**src/rtl/exp5_unidade_controle_rodadas_pkg.sv**
```systemverilog
// Shared definitions for the round-based sequence memory control unit.
// The state codes double as the debug code shown on the hex display.
package exp5_unidade_controle_rodadas_pkg;

    typedef enum logic [3:0] {
        INICIAL        = 4'h0,
        PREPARACAO     = 4'h1,
        INICIO_RODADA  = 4'h2,
        ESPERA_JOGADA  = 4'h3,
        REGISTRA       = 4'h4,
        COMPARACAO     = 4'h5,
        PROXIMA_JOGADA = 4'h6,
        PROXIMA_RODADA = 4'h7,
        FINAL_ACERTOU  = 4'hA,
        FINAL_TIMEOUT  = 4'hC,
        FINAL_ERROU    = 4'hE
    } estado_t;

    // Debug code shown when the state register holds an unassigned value
    localparam logic [3:0] COD_INVALIDO = 4'hF;

endpackage

```
**src/rtl/exp5_contador_timeout.sv**
```systemverilog
// Play-timeout counter: counts cycles while enabled, clears when told to.
// fim flags the last allowed cycle (count == M-1) while counting.
module exp5_contador_timeout #(
    parameter int M = 3000
) (
    input  logic clock,
    input  logic zera,
    input  logic conta,
    output logic fim
);

    localparam int W = (M > 1) ? $clog2(M) : 1;
    localparam logic [W-1:0] ULTIMO = W'(M - 1);

    logic [W-1:0] contagem;

    // Clear has priority so every entry into the wait state starts from zero
    always_ff @(posedge clock) begin
        if (zera) begin
            contagem <= '0;
        end else if (conta) begin
            contagem <= contagem + W'(1);
        end
    end

    assign fim = conta && (contagem == ULTIMO);

endmodule

```
**src/rtl/exp5_unidade_controle_rodadas.sv**
```systemverilog
// Moore control unit for the multi-round sequence memory game.
// Drives the address (E), limit (L) and play (R) datapath registers and
// owns the play-timeout counter. Outputs depend on the state register only.
module exp5_unidade_controle_rodadas
    import exp5_unidade_controle_rodadas_pkg::*;
#(
    parameter int TIMEOUT_CYCLES = 3000
) (
    input  logic       clock,
    input  logic       reset,
    input  logic       iniciar,
    input  logic       jogada,
    input  logic       igual,
    input  logic       fimE,
    input  logic       fimL,
    output logic       zeraE,
    output logic       contaE,
    output logic       zeraL,
    output logic       contaL,
    output logic       zeraR,
    output logic       registraR,
    output logic       pronto,
    output logic       ganhou,
    output logic       perdeu,
    output logic       timeout,
    output logic [3:0] db_estado
);

    estado_t estado;
    estado_t proximo;

    logic conta_timeout;
    logic zera_timeout;
    logic fim_timeout;

    // Timer runs only while waiting for a play; reset also clears it so a
    // reset taken in the wait state leaves the counter at zero.
    assign conta_timeout = (estado == ESPERA_JOGADA) && !reset;
    assign zera_timeout  = (estado != ESPERA_JOGADA) || reset;

    exp5_contador_timeout #(
        .M(TIMEOUT_CYCLES)
    ) u_timeout (
        .clock(clock),
        .zera (zera_timeout),
        .conta(conta_timeout),
        .fim  (fim_timeout)
    );

    // State register with synchronous reset
    always_ff @(posedge clock) begin
        if (reset) begin
            estado <= INICIAL;
        end else begin
            estado <= proximo;
        end
    end

    // Next-state logic; a play arriving on the expiry cycle beats the timeout
    always_comb begin
        proximo = INICIAL;
        case (estado)
            INICIAL:        proximo = iniciar ? PREPARACAO : INICIAL;
            PREPARACAO:     proximo = INICIO_RODADA;
            INICIO_RODADA:  proximo = ESPERA_JOGADA;
            ESPERA_JOGADA: begin
                if (jogada) begin
                    proximo = REGISTRA;
                end else if (fim_timeout) begin
                    proximo = FINAL_TIMEOUT;
                end else begin
                    proximo = ESPERA_JOGADA;
                end
            end
            REGISTRA:       proximo = COMPARACAO;
            COMPARACAO: begin
                if (!igual) begin
                    proximo = FINAL_ERROU;
                end else if (!fimE) begin
                    proximo = PROXIMA_JOGADA;
                end else if (!fimL) begin
                    proximo = PROXIMA_RODADA;
                end else begin
                    proximo = FINAL_ACERTOU;
                end
            end
            PROXIMA_JOGADA: proximo = ESPERA_JOGADA;
            PROXIMA_RODADA: proximo = INICIO_RODADA;
            FINAL_ACERTOU:  proximo = iniciar ? PREPARACAO : FINAL_ACERTOU;
            FINAL_ERROU:    proximo = iniciar ? PREPARACAO : FINAL_ERROU;
            FINAL_TIMEOUT:  proximo = iniciar ? PREPARACAO : FINAL_TIMEOUT;
            default:        proximo = INICIAL;
        endcase
    end

    // Moore outputs decoded from the current state
    always_comb begin
        zeraE     = 1'b0;
        contaE    = 1'b0;
        zeraL     = 1'b0;
        contaL    = 1'b0;
        zeraR     = 1'b0;
        registraR = 1'b0;
        pronto    = 1'b0;
        ganhou    = 1'b0;
        perdeu    = 1'b0;
        timeout   = 1'b0;
        db_estado = COD_INVALIDO;
        case (estado)
            INICIAL, PREPARACAO: begin
                zeraE     = 1'b1;
                zeraL     = 1'b1;
                zeraR     = 1'b1;
                db_estado = estado;
            end
            INICIO_RODADA: begin
                zeraE     = 1'b1;
                db_estado = estado;
            end
            ESPERA_JOGADA, COMPARACAO: begin
                db_estado = estado;
            end
            REGISTRA: begin
                registraR = 1'b1;
                db_estado = estado;
            end
            PROXIMA_JOGADA: begin
                contaE    = 1'b1;
                db_estado = estado;
            end
            PROXIMA_RODADA: begin
                contaL    = 1'b1;
                db_estado = estado;
            end
            FINAL_ACERTOU: begin
                pronto    = 1'b1;
                ganhou    = 1'b1;
                db_estado = estado;
            end
            FINAL_ERROU: begin
                pronto    = 1'b1;
                perdeu    = 1'b1;
                db_estado = estado;
            end
            FINAL_TIMEOUT: begin
                pronto    = 1'b1;
                perdeu    = 1'b1;
                timeout   = 1'b1;
                db_estado = estado;
            end
            default: begin
                db_estado = COD_INVALIDO;
            end
        endcase
    end

endmodule

```
**config.mk**
```make
export PLATFORM = sky130hd
export DESIGN_NAME = exp5_unidade_controle_rodadas
export DESIGN_NICKNAME = d
export VERILOG_FILES = /design/src/rtl/exp5_unidade_controle_rodadas_pkg.sv /design/src/rtl/exp5_contador_timeout.sv /design/src/rtl/exp5_unidade_controle_rodadas.sv
export SDC_FILE = /design/constraint.sdc
export NUM_CORES = 1
export LEC_CHECK = 0
export CORE_MARGIN = 4
export CORE_UTILIZATION = 52
export CTS_CLUSTER_DIAMETER = 60
export DETAILED_ROUTE_END_ITERATION = 6
export PLACE_DENSITY = 0.91
export SETUP_SLACK_MARGIN = 0.15
export SLEW_MARGIN = 15
export SYNTH_ARGS = -nofsm -noshare
export SYNTH_HDL_FRONTEND = slang
export SYNTH_SLANG_ARGS = --single-unit
```
**constraint.sdc**
```tcl
create_clock -name clock -period 2.8 [get_ports clock]
set_clock_uncertainty 0.15 [all_clocks]
set_input_delay 0.56 -clock clock [delete_from_list [all_inputs] [get_ports clock]]
set_output_delay 0.56 -clock clock [all_outputs]
set_load 0.01 [all_outputs]
```
; After elaboration in Yosys (flattened, before gate mapping)
; Cells that the tools add are included.
[totals]
inputBits = 7
output_inout_bits = 14
ff_bits = 16
[classes]
n_eq_ne = 12
addsub = 1
n_mux = 20
n_reduce_logical = 12
[ops]
columns = cell, n
row1 = 4-bit two-way mux, 9
row2 = 4-bit case mux with 9 select lines, 1
row3 = "4-bit by 3-bit == test with 1-bit output, second input constant", 4
row4 = "12-bit by 1-bit adder with 12-bit output, second input constant", 1
row5 = "12-bit == test, second input constant", 1
row6 = "4-bit == test, second input constant", 3
row7 = 11-bit OR reduction, 1
row8 = 1-bit two-way mux, 10
row9 = "4-bit by 2-bit == test with 1-bit output, second input constant", 2
row10 = 2-bit OR reduction, 4
row11 = 3-bit OR reduction, 2
row12 = "4-bit by 1-bit == test with 1-bit output, second input constant", 1
row13 = 4-bit logical NOT, 1
row14 = "4-bit by 2-bit != test with 1-bit output, second input constant", 1
row15 = 1-bit logical AND, 2
row16 = 1-bit logical NOT, 1
row17 = 1-bit logical OR, 1

; Depth between registers and ports, before layout
[depth]
depth_word = 6
ltp_mapped = 5
mapped_depth_nobuf = 5

; By module
; A second synthesis with hierarchy kept.
[unflattened]
hier_cells = 120
hier_area_um2 = 972.2
[by_module_without_submodules]
columns = mod, seq_area_each_um2, area_each_um2, n_inst, cells_each
row1 = exp5_contador_timeout, 240.2, 549.3, 1, 61
row2 = exp5_unidade_controle_rodadas, 80.1, 422.9, 1, 59

; Worst setup path before layout
; Ideal clock, no wire load.
[synth_timing]
kind = input port to flip-flop
start = input reset
end = register estado[1]
path_slack_ns = 0.978
path_stages = 4
setup_ns = 0.122
arrival_time_ns = 1.551
n_path_buf = 0
cell_sequence = or4b_1 -> nor4_2 -> nand2b_1 -> a21oi_1
[synth_between]
elab_chain_len = 6
[synth_lines]
columns = element, line
row1 = from (decl), exp5_unidade_controle_rodadas.sv:10  ; input logic reset,
row2 = 1-bit logical NOT, exp5_unidade_controle_rodadas.sv:38  ; assign conta_timeout = (estado == ESPERA_JOGADA) && !reset;
row3 = 1-bit logical AND, exp5_unidade_controle_rodadas.sv:38
row4 = 1-bit logical AND, exp5_contador_timeout.sv:26  ; assign fim = conta && (contagem == ULTIMO);
row5 = 4-bit two-way mux, exp5_unidade_controle_rodadas.sv:69  ; end else if (fim_timeout) begin
row6 = 4-bit two-way mux, exp5_unidade_controle_rodadas.sv:67  ; if (jogada) begin
row7 = 4-bit case mux with 9 select lines, exp5_unidade_controle_rodadas.sv:62  ; case (estado)
row8 = to (signal assigned), exp5_unidade_controle_rodadas.sv:55  ; estado <= proximo;
row9 = to (decl), exp5_unidade_controle_rodadas.sv:29  ; estado_t estado;
; Several ways; a longest one is shown, not always the timed one.
; A chain may end at the register's enable or synchronous reset.

; Final worst setup path
[layout_timing]
start = register estado[0]
end = output db_estado[2]
[layout_between]
elab_chain_len = 3
elab_cells_between_ends = 13
classes_between = 10 x eq/ne / 1 x mux / 2 x reduce/logical
[layout_lines]
columns = element, line
row1 = "4-bit by 2-bit == test with 1-bit output, or another cell as far along", exp5_unidade_controle_rodadas.sv:109  ; case (estado)
row2 = 11-bit OR reduction (no source line) *, --
row3 = 4-bit two-way mux *, exp5_unidade_controle_rodadas.sv:109
row4 = to (decl), exp5_unidade_controle_rodadas.sv:26  ; output logic [3:0] db_estado
; Mark *: on every way between the ends. The rest lies on a longest branch, timed or not.

==> results <==
routing by layer:
layer | track usage [%] | vias to the layer above | share of wire, %
met2 | 29.5 | 31 | 49
met4 | 6.91 | 0 | 1.7
met5 | 0 | - | 0
met3 | 4.82 | 5 | 6.1
met1 | 22.5 | 419 | 43
li1 | - | 432 | -
worst paths after layout:
check,startpoint,to,slack [ns],cells past startpoint
worst min-delay path,u_timeout.contagem[0]$_SDFFE_PN0P_,u_timeout.contagem[0]$_SDFFE_PN0P_,0.32,1
worst max-delay path,estado[0]$_SDFF_PP0_,db_estado[2],0.27,4
worst min register to register,u_timeout.contagem[0]$_SDFFE_PN0P_,u_timeout.contagem[0]$_SDFFE_PN0P_,0.32,1
worst max register to register,u_timeout.contagem[0]$_SDFFE_PN0P_,estado[1]$_SDFF_PP0_,0.88,5
report_power, final:
group	switching, mW	leakage (nW)	internal, mW	total [mW]
logic	0.0293	0.187	0.0378	0.0671
registers	0.0157	0.130	0.232	0.248
clock network	0.0697	0.0138	0.0501	0.120
total	0.115	0.331	0.320	0.435
worst max-delay path, stage by stage (launching register included):
cell	delay, ns
dfxtp_1	0.61
nand2b_1	0.21
nand2_1	0.06
nand2_1	0.09
clkdlybuf4s50_1	0.55
cell families (layout without fill, tap and decap cells):
group                    count (synthesis)  count (layout)  share of synthesized area (%)
AO/OA/AOI/OAI                           22              22                           14.1
XOR/XNOR                                 8               8                           7.77
adder cells (fa/ha/maj)                  1               1                           1.39
buffers and inverters                   14              30                           9.43
flip-flops                              16              16                           35.5
AND/OR/NAND/NOR                         58              58                           31.8
repair_timing:
action | in CTS | in global routing
hold buffers | 0 | 0
endpoints found under the setup margin | 0 | 1
resized for setup | 0 | 1
endpoints found under the hold margin | 0 | 0
sequential cells by signal, indices dropped and copies added (netlist names):
register	count
u_timeout.contagem	12
estado	4
placed cells by master (no fill, tap or decap), types with 2 or more instances in the layout:
| cell type | instances |
|---|---|
| a21oi_1 | 5 |
| clkbuf_4 | 3 |
| clkdlybuf4s50_1 | 20 |
| dfxtp_1 | 15 |
| inv_1 | 7 |
| nand2_1 | 12 |
| nand2b_1 | 5 |
| nand3_1 | 4 |
| nand4_1 | 2 |
| nor2_1 | 20 |
| nor3_1 | 6 |
| nor4_1 | 2 |
| o21a_1 | 2 |
| o21ai_0 | 9 |
| xnor2_1 | 7 |
cells in the mapped netlist, types with 2 or more instances:
library cell / n
nor2_1: 20
dfxtp_1: 16
nand2_1: 12
o21ai_0: 9
inv_1: 7
xnor2_1: 7
nor3_1: 6
a21oi_1: 5
nand2b_1: 5
nand3_1: 4
clkbuf_1: 2
clkbuf_8: 2
nand4_1: 2
nor4_1: 2
o21a_1: 2
layout make-up:
type                            count  area share (%)
Timing Repair Buffer               20            18.4
Sequential cell                    16            29.6
Clock buffer                        3            2.07
Inverter                            7            2.42
Tap cell                           16            1.84
Multi-Input combinational cell     89            45.7
stage by stage:
stage	utilization (%)	setup WS, ns	power [mW]
2_1_floorplan	-	0.978	0.294
3_3_place_gp	67.5	0.490	0.316
3_5_place_dp	67.5	0.438	0.319
4_1_cts	68.9	0.266	0.436
5_1_grt	69.0	0.177	0.452
6_report	69.0	0.268	0.435
==> reports/results.txt <==
Required @ worst endpoint: 2.09 ns
Clk slew on worst S/H paths: 0.09 ns
Max Freq: 0.395 GHz
Initial antenna violation count: 0
Tmin final: 2.53 ns
Syn Area/Cell: 7.58 um^2
HPWL after DPL: 1600 um
Hold Worst Slack: 0.324 ns
Core area: 1580 um^2
Starting Density: 57.2%
Net Count, Synth: 127
Cell area after layout: 1090 um^2
Vias in the first global route: 756
DR vias: 887
Critical path data arrival time: 1.82 ns
Drt initial violations: 19
Synth warn: 0
Crit path capture type: output pin
WL final: 2100 um
Fill cells: 148
Worst hold-check path type: flip-flop to flip-flop
Slew headroom: 69.7%
Register area: 322 um^2
Startpoint Class: flip-flop
Worst-path maximum fanout: 15
Routability cong.: 0.723
Number of synthesized flops with an enable pin: 0
Postcts setup bufs: 0
Bufs on Longest Clock Path: 2
Num CTS Buffers: 3
Pleak: 0.331 nW
Slew Viols, Final: 0
Die ar.: 2470 um^2
RSZ-0062 raised after global routing: no
DP Area: 1060 um^2
Final setup viols: 0
Multi-input gate area: 497 um^2
Ys async rst share: 0%
Num ports: 21
Mapped Cells: 119
Fraction of layout cells with a size suffix above 1: 5.19%
Port buffer count: 20
Die Ht: 49.7 um
Via density: 5.87
Die W: 49.7 um
Top cells by area, synth: dfxtp_1, nor2_1, xnor2_1
Nets: 145
Count of cell types in the netlist: 33
Clock latency on the worst-skew pair: 0.29 ns
Root buffer cell: clkbuf_4
Gr usage total: 18.1%
Largest net degree at the start of global routing: 16
Drt wl/cell: 13.9 um
Cells after DPL: 148
Layout Area Growth over Synthesis: 20.5%
Max VDD drop: 0.333 mV
Status: complete, no violations
Period utilization: 90.4%
Post-route ant nets: 0
First-pass GRT wire length: 3460 um
CTS H-tree depth: 1
Antenna cells: 0
1st-pass router iterations: 4
Synth Cell Area: 902 um^2
Worst slew pin tran: 0.455 ns
Clock sink count: 16
DRC viols: 0
Final Instance Count excl. Fillers: 151
Setup tns final: 0 ns
Synth top area share: 35.5%
Synth area leader: dfxtp_1
Global route overflow: 0
Yosys reg bits: 16
Rows: 14
Post-synth top flop: dfxtp_1
TritonCTS clock tree: built
Final Hold Vio Count: 0
Pwr per Cell Area: 400 nW/um^2
CP Class: flip-flop to output pin
Sequential share of the synthesized area: 35.5%
Max Cap Viol: 0
Note: power is estimated with default switching activity, not from simulation.
